`src/rtl/id_ex_pkg.sv`:
```
// Shared widths, NOP payload constants and state encodings for the ID/EX pipeline register.
// Imported by id_ex and id_ex_payload_reg.
package id_ex_pkg;

  localparam int RegBus      = 32;
  localparam int RegAddrBus  = 5;
  localparam int AluOpBus    = 8;
  localparam int AluSelBus   = 3;
  localparam int InstAddrBus = 32;

  localparam logic [AluOpBus-1:0]   EXE_NOP_OP    = 8'b0000_0000;
  localparam logic [AluOpBus-1:0]   EXE_ORI_OP    = 8'b0010_0101;
  localparam logic [AluSelBus-1:0]  EXE_RES_NOP   = 3'b000;
  localparam logic [AluSelBus-1:0]  EXE_RES_LOGIC = 3'b001;
  localparam logic [RegAddrBus-1:0] NOPRegAddr    = 5'b00000;
  localparam logic                  WriteDisable  = 1'b0;
  localparam logic                  WriteEnable   = 1'b1;
  localparam logic [RegBus-1:0]     ZeroWord      = 32'h0000_0000;

  typedef enum logic [1:0] {
    ST_EMPTY = 2'b00,
    ST_FULL  = 2'b01,
    ST_SKID  = 2'b10
  } state_e;

  typedef struct packed {
    logic [InstAddrBus-1:0] pc;
    logic [AluOpBus-1:0]    aluop;
    logic [AluSelBus-1:0]   alusel;
    logic [RegBus-1:0]      reg1;
    logic [RegBus-1:0]      reg2;
    logic [RegAddrBus-1:0]  wd;
    logic                   wreg;
  } payload_t;

  localparam int PayloadW = $bits(payload_t);

  localparam payload_t NOP_PAYLOAD = '{
    pc:     ZeroWord,
    aluop:  EXE_NOP_OP,
    alusel: EXE_RES_NOP,
    reg1:   ZeroWord,
    reg2:   ZeroWord,
    wd:     NOPRegAddr,
    wreg:   WriteDisable
  };

endpackage

```
`src/rtl/id_ex_payload_reg.sv`:
```
// One ID/EX payload entry with load and clear; clear wins and returns the entry to NOP.
module id_ex_payload_reg
  import id_ex_pkg::*;
(
  input  logic                clk,
  input  logic                rst,
  input  logic                load_i,
  input  logic                clear_i,
  input  logic [PayloadW-1:0] d_i,
  output logic [PayloadW-1:0] q_o
);

  logic [PayloadW-1:0] entry_q;

  always_ff @(posedge clk or negedge rst) begin
    if (!rst) begin
      entry_q <= NOP_PAYLOAD;
    end else if (clear_i) begin
      entry_q <= NOP_PAYLOAD;
    end else if (load_i) begin
      entry_q <= d_i;
    end
  end

  assign q_o = entry_q;

endmodule

```
`src/rtl/id_ex.sv`:
```
// ID/EX pipeline register with a one-entry skid buffer and registered id_ready.
// Optional bubble counter output perf_bubble_cnt when ID_EX_PERF_EN is defined.
module id_ex
  import id_ex_pkg::*;
(
  input  logic                   clk,
  input  logic                   rst,
  input  logic                   flush,
  input  logic                   id_valid,
  output logic                   id_ready,
  input  logic [InstAddrBus-1:0] id_pc,
  input  logic [AluOpBus-1:0]    id_aluop,
  input  logic [AluSelBus-1:0]   id_alusel,
  input  logic [RegBus-1:0]      id_reg1,
  input  logic [RegBus-1:0]      id_reg2,
  input  logic [RegAddrBus-1:0]  id_wd,
  input  logic                   id_wreg,
  output logic                   ex_valid,
  input  logic                   ex_ready,
  output logic [InstAddrBus-1:0] ex_pc,
  output logic [AluOpBus-1:0]    ex_aluop,
  output logic [AluSelBus-1:0]   ex_alusel,
  output logic [RegBus-1:0]      ex_reg1,
  output logic [RegBus-1:0]      ex_reg2,
  output logic [RegAddrBus-1:0]  ex_wd,
  output logic                   ex_wreg
`ifdef ID_EX_PERF_EN
  ,
  output logic [31:0]            perf_bubble_cnt
`endif
);

  state_e   state_q, state_d;
  logic     id_ready_q;
  logic     accept, consume;
  logic     main_load, main_clear, main_from_skid;
  logic     skid_load, skid_clear;
  payload_t in_p, main_d, main_q, skid_q;

  assign in_p = '{pc: id_pc, aluop: id_aluop, alusel: id_alusel, reg1: id_reg1,
                  reg2: id_reg2, wd: id_wd, wreg: id_wreg};

  assign accept  = id_valid & id_ready_q;
  assign consume = ex_valid & ex_ready;

  // id_ready is registered from the next state so ex_ready never reaches it combinationally.
  always_ff @(posedge clk or negedge rst) begin
    if (!rst) begin
      state_q    <= ST_EMPTY;
      id_ready_q <= 1'b1;
    end else begin
      state_q    <= state_d;
      id_ready_q <= (state_d != ST_SKID);
    end
  end

  always_comb begin
    state_d = state_q;
    if (flush) begin
      state_d = ST_EMPTY;
    end else begin
      case (state_q)
        ST_EMPTY: if (accept) state_d = ST_FULL;
        ST_FULL: begin
          if (accept && !consume)      state_d = ST_SKID;
          else if (!accept && consume) state_d = ST_EMPTY;
        end
        ST_SKID:  if (consume) state_d = ST_FULL;
        default:  state_d = ST_EMPTY;
      endcase
    end
  end

  always_comb begin
    main_load      = 1'b0;
    main_clear     = flush;
    main_from_skid = 1'b0;
    skid_load      = 1'b0;
    skid_clear     = flush;
    ex_valid       = (state_q != ST_EMPTY);
    if (!flush) begin
      case (state_q)
        ST_EMPTY: main_load = accept;
        ST_FULL: begin
          main_load  = accept & consume;
          skid_load  = accept & ~consume;
          main_clear = ~accept & consume;
        end
        ST_SKID: begin
          main_load      = consume;
          main_from_skid = consume;
          skid_clear     = consume;
        end
        default: main_clear = 1'b1;
      endcase
    end
  end

  assign main_d = main_from_skid ? skid_q : in_p;

  id_ex_payload_reg u_main (
    .clk     (clk),
    .rst     (rst),
    .load_i  (main_load),
    .clear_i (main_clear),
    .d_i     (main_d),
    .q_o     (main_q)
  );

  id_ex_payload_reg u_skid (
    .clk     (clk),
    .rst     (rst),
    .load_i  (skid_load),
    .clear_i (skid_clear),
    .d_i     (in_p),
    .q_o     (skid_q)
  );

  assign id_ready  = id_ready_q;
  assign ex_pc     = main_q.pc;
  assign ex_aluop  = main_q.aluop;
  assign ex_alusel = main_q.alusel;
  assign ex_reg1   = main_q.reg1;
  assign ex_reg2   = main_q.reg2;
  assign ex_wd     = main_q.wd;
  assign ex_wreg   = main_q.wreg;

`ifdef ID_EX_PERF_EN
  logic [31:0] perf_q;

  always_ff @(posedge clk or negedge rst) begin
    if (!rst) begin
      perf_q <= '0;
    end else if (!ex_valid && ex_ready && (perf_q != 32'hFFFF_FFFF)) begin
      perf_q <= perf_q + 32'd1;
    end
  end

  assign perf_bubble_cnt = perf_q;
`endif

endmodule

```
`config.mk`:
```
export PLATFORM = sky130hd
export DESIGN_NAME = id_ex
export DESIGN_NICKNAME = d
export VERILOG_FILES = /design/src/rtl/id_ex_pkg.sv /design/src/rtl/id_ex_payload_reg.sv /design/src/rtl/id_ex.sv
export SDC_FILE = /design/constraint.sdc
export NUM_CORES = 1
export LEC_CHECK = 0
export ABC_AREA = 1
export CORE_ASPECT_RATIO = 0.9
export CORE_MARGIN = 4
export CORE_UTILIZATION = 26
export CTS_CLUSTER_SIZE = 25
export DETAILED_ROUTE_END_ITERATION = 16
export GPL_TIMING_DRIVEN = 0
export PLACE_DENSITY = 0.47
export SETUP_SLACK_MARGIN = 0.15
export SLEW_MARGIN = 5
export SYNTH_ARGS = -nofsm -noshare
export SYNTH_HDL_FRONTEND = slang
export SYNTH_SLANG_ARGS = --single-unit
```
`constraint.sdc`:
```
create_clock -name clk -period 4 [get_ports clk]
set_input_delay 0.8 -clock clk [delete_from_list [all_inputs] [get_ports clk]]
set_output_delay 0.8 -clock clk [all_outputs]
set_load 0.03 [all_outputs]
```
==> results.py <==
metrics = {
    "critical_path": {
        "crit-reg2reg-capture": "u_main.q_o[74]",
        "worstReg2RegStart": "id_ready",
        "cp-end-kind": "primary output",
        "crit_arrival_ns": 1.88,
        "crit_fanout": 6,
        "path_cells": "inv_2 > nand2_2 > clkdlybuf4s50_1",
        "cp_top_family": "buffers and inverters",
        "critPathBufInv": 2,
        "critPathRequiredTime_ns": 3.20,
        "criticalPathCategory": "flip-flop to primary output",
        "slowest_stage": "clkdlybuf4s50_1",
        "startpoint_type": "flip-flop",
        "worstSetupStartpoint": "state_q[0]",
        "reg2reg_slack_ns": 2.02,
        "r2r_cells": 8,
        "cp_slowest_stage_delay_ns": 0.71,
    },
    "clock_network": {
        "cts_tree": "yes",
        "h-tree-depth": 1,
        "cts_hold_buf": 0,
        "post_cts_buffers": 0,
        "clk_pin_slew_worst_paths_ns": 0.07,
        "numCtsBuffers": 28,
        "ctsLongestPathBuffers": 3,
        "clock_sinks": 229,
        "clk-insertion-delay-late_ns": 0.55,
        "cts_resized": 0,
        "cts_root_buf": "clkbuf_16",
    },
    "timing": {
        "finalSetupViolations": 0,
        "worst_slew_pin_slew_ns": 0.6002,
        "finalClockSkew_ns": 0.01093,
        "setup_tns_ns": 0,
        "slew_viol_final": 0,
        "min_period_ns": 2.681,
        "finalCritPeriodShare_pct": 67.03,
        "grt_setup_unrepaired": "false",
        "timing.fmax_ghz": 0.3730,
        "final-hold-violation-count": 0,
        "max_slew_margin_pct": 59.99,
        "setup_ws_ns": 1.319,
    },
    "synthesis": {
        "synth.area.mux_share_pct": 0,
        "yosys.area_share.simple_pct": 41.23,
        "syn_area_per_cell_sq_um": 7.773,
        "synth-adder-area-share_pct": 0,
        "synth.yosys.seq_area_share_pct": 52.75,
        "synth_seq_cells": 229,
        "synthesis.nets": 1516,
        "netlist_instances": 1398,
        "synth-xor-area-share_pct": 0,
        "yosys.area.top_type": "dfrtp_1",
        "synth_top_area_share_pct": 52.50,
        "synth_compound_area_share_pct": 0.2073,
        "synth_area_sq_um": 10870,
        "ys_warn_count": 0,
        "synth_top_family_by_area": "simple AND/OR/NAND/NOR gates",
        "synthTopCellsByArea": "dfrtp_1 (53%), nand2_1 (24%), nand3_1 (10%), nand4_1 (6.6%), buf_2 (2.9%)",
        "ys_types": 18,
    },
    "place": {
        "hpwlAfterDp_mm": 26.44,
        "place_congestion": 0.7820,
        "place_ws_ns": 1.108,
        "io_buffers": 231,
    },
    "die": {
        "die_h_microns": 201.9,
        "coreArea_sq_um": 40990,
        "pin_count": 233,
        "initial_core_util_pct": 26.51,
        "die_x_microns": 223.5,
        "dieArea_sq_um": 45130,
        "num_rows": 70,
    },
    "global_route": {
        "grt_first_pass_wirelength_mm": 60.45,
        "antenna_found_initial": 4,
        "grt_overflow_total": 0,
        "grt_start_max_net_pins": 107,
        "grtUsageTotal_pct": 16.51,
        "grt_pass1_vias": 10542,
    },
    "drt": {
        "drt-total-wl_mm": 38.05,
        "drc": 0,
        "first_iter_violations": 669,
        "wl_per_cell_microns": 17.12,
        "vias": 10264,
        "ant_nets": 0,
        "via_per_inst": 4.619,
        "dr.pass1.iters": 7,
    },
    "power_and_ir_drop": {
        "powerDensity_nw_per_um2": 410.1,
        "p_clk_share_pct": 43.2,
        "p_sw_share_pct": 27.98,
        "p_seq_share_pct": 41.0,
        "irDropWorstVdd_mv": 0.1929,
        "pwr-share-comb_pct": 15.8,
        "p_sw_uw": 1705,
        "p_int_uw": 4389,
        "p_leak_uw": 0.007732,
    },
    "run": {
        "cap_violations": 0,
    },
    "layout": {
        "nNetsFinal": 1779,
        "diodes": 0,
        "layout_commonest_cell": "nand2_1",
        "utilization_pct": 36.26,
        "mostFrequentLayoutCells": "nand2_1 (687), clkdlybuf4s50_1 (230), dfrtp_1 (228)",
        "drive_gt1_share_pct": 7.907,
        "syn_to_final_growth_pct": 36.76,
    },
    "run_status": {
        "run_status": "finished clean",
    },
    "worst_hold_path": {
        "min_path_type": "input pin to async pin",
    },
}
-- cell usage after synthesis --
cell type / count
a21boi_0: 1
a21oi_1: 1
buf_1: 9
buf_2: 64
buf_4: 2
buf_6: 8
clkbuf_1: 38
dfrtp_1: 228
dfstp_2: 1
inv_1: 2
inv_2: 6
nand2_1: 687
nand2_2: 3
nand3_1: 227
nand4_1: 114
nor2_1: 3
nor2_4: 2
o21ai_0: 2
-- layer usage --
metal / track usage [%] / part of all wire [%] / up-vias
met4: 3.170 / 2.0 / 8
met2: 25.58 / 44 / 237
met3: 3.877 / 5.6 / 53
met1: 23.78 / 49 / 4853
li1: - / - / 5113
met5: 0 / 0.12 / -
-- through the flow --
step           std cells  area, sq um  total power, uW  hold WS [ns]
6_report            2222        14860             6094       0.07687
4_1_cts             2222        14860             6204       0.05389
3_5_place_dp        2171        13910             3520        0.4877
2_1_floorplan       1398        10870             3000        0.4691
5_1_grt             2222        14860             6370       0.06147
3_3_place_gp        2169        13850             3516        0.4807
-- kinds of logic after synthesis --
family / after synthesis
compound gates: 4
buf+inv: 129
flops: 229
simple gates: 1036
-- worst max-delay path by stage --
stage	to	slack, ns	cells after the start
finish	ex_valid	1.32	3
detailed placement	u_main.q_o[98]	1.11	9
global route	ex_valid	1.25	3
global placement	u_skid.q_o[36]	-8.57	1
floorplan	u_main.q_o[100]	2.20	9
CTS	ex_valid	1.27	3
-- power groups by stage --
stage               combinational [uW]  sequential [uW]  clock, uW
finish                             962             2500       2630
global route                      1050             2510       2800
CTS                                981             2500       2720
global placement                   971             2550          0
floorplan                          302             2700          0
detailed placement                 978             2540          0
-- flip-flops by register name (all words and copies together) (netlist names) --
register	cells
id_ready	1
u_skid.q_o	113
u_main.q_o	113
state_q	2
-- area by class of cell --
| type | count | area [sq um] |
|---|---|---|
| Inverter | 8 | 30.03 |
| Tap cell | 540 | 675.6 |
| Fill cell | 4332 | 26130 |
| Buffer | 121 | 601.8 |
| Multi-Input combinational cell | 1040 | 4503 |
| Clock inverter | 7 | 85.08 |
| Clock buffer | 44 | 862.1 |
| Sequential cell | 229 | 5732 |
| Timing Repair Buffer | 233 | 2372 |
No activity file was read; power rests on OpenSTA's default activity.
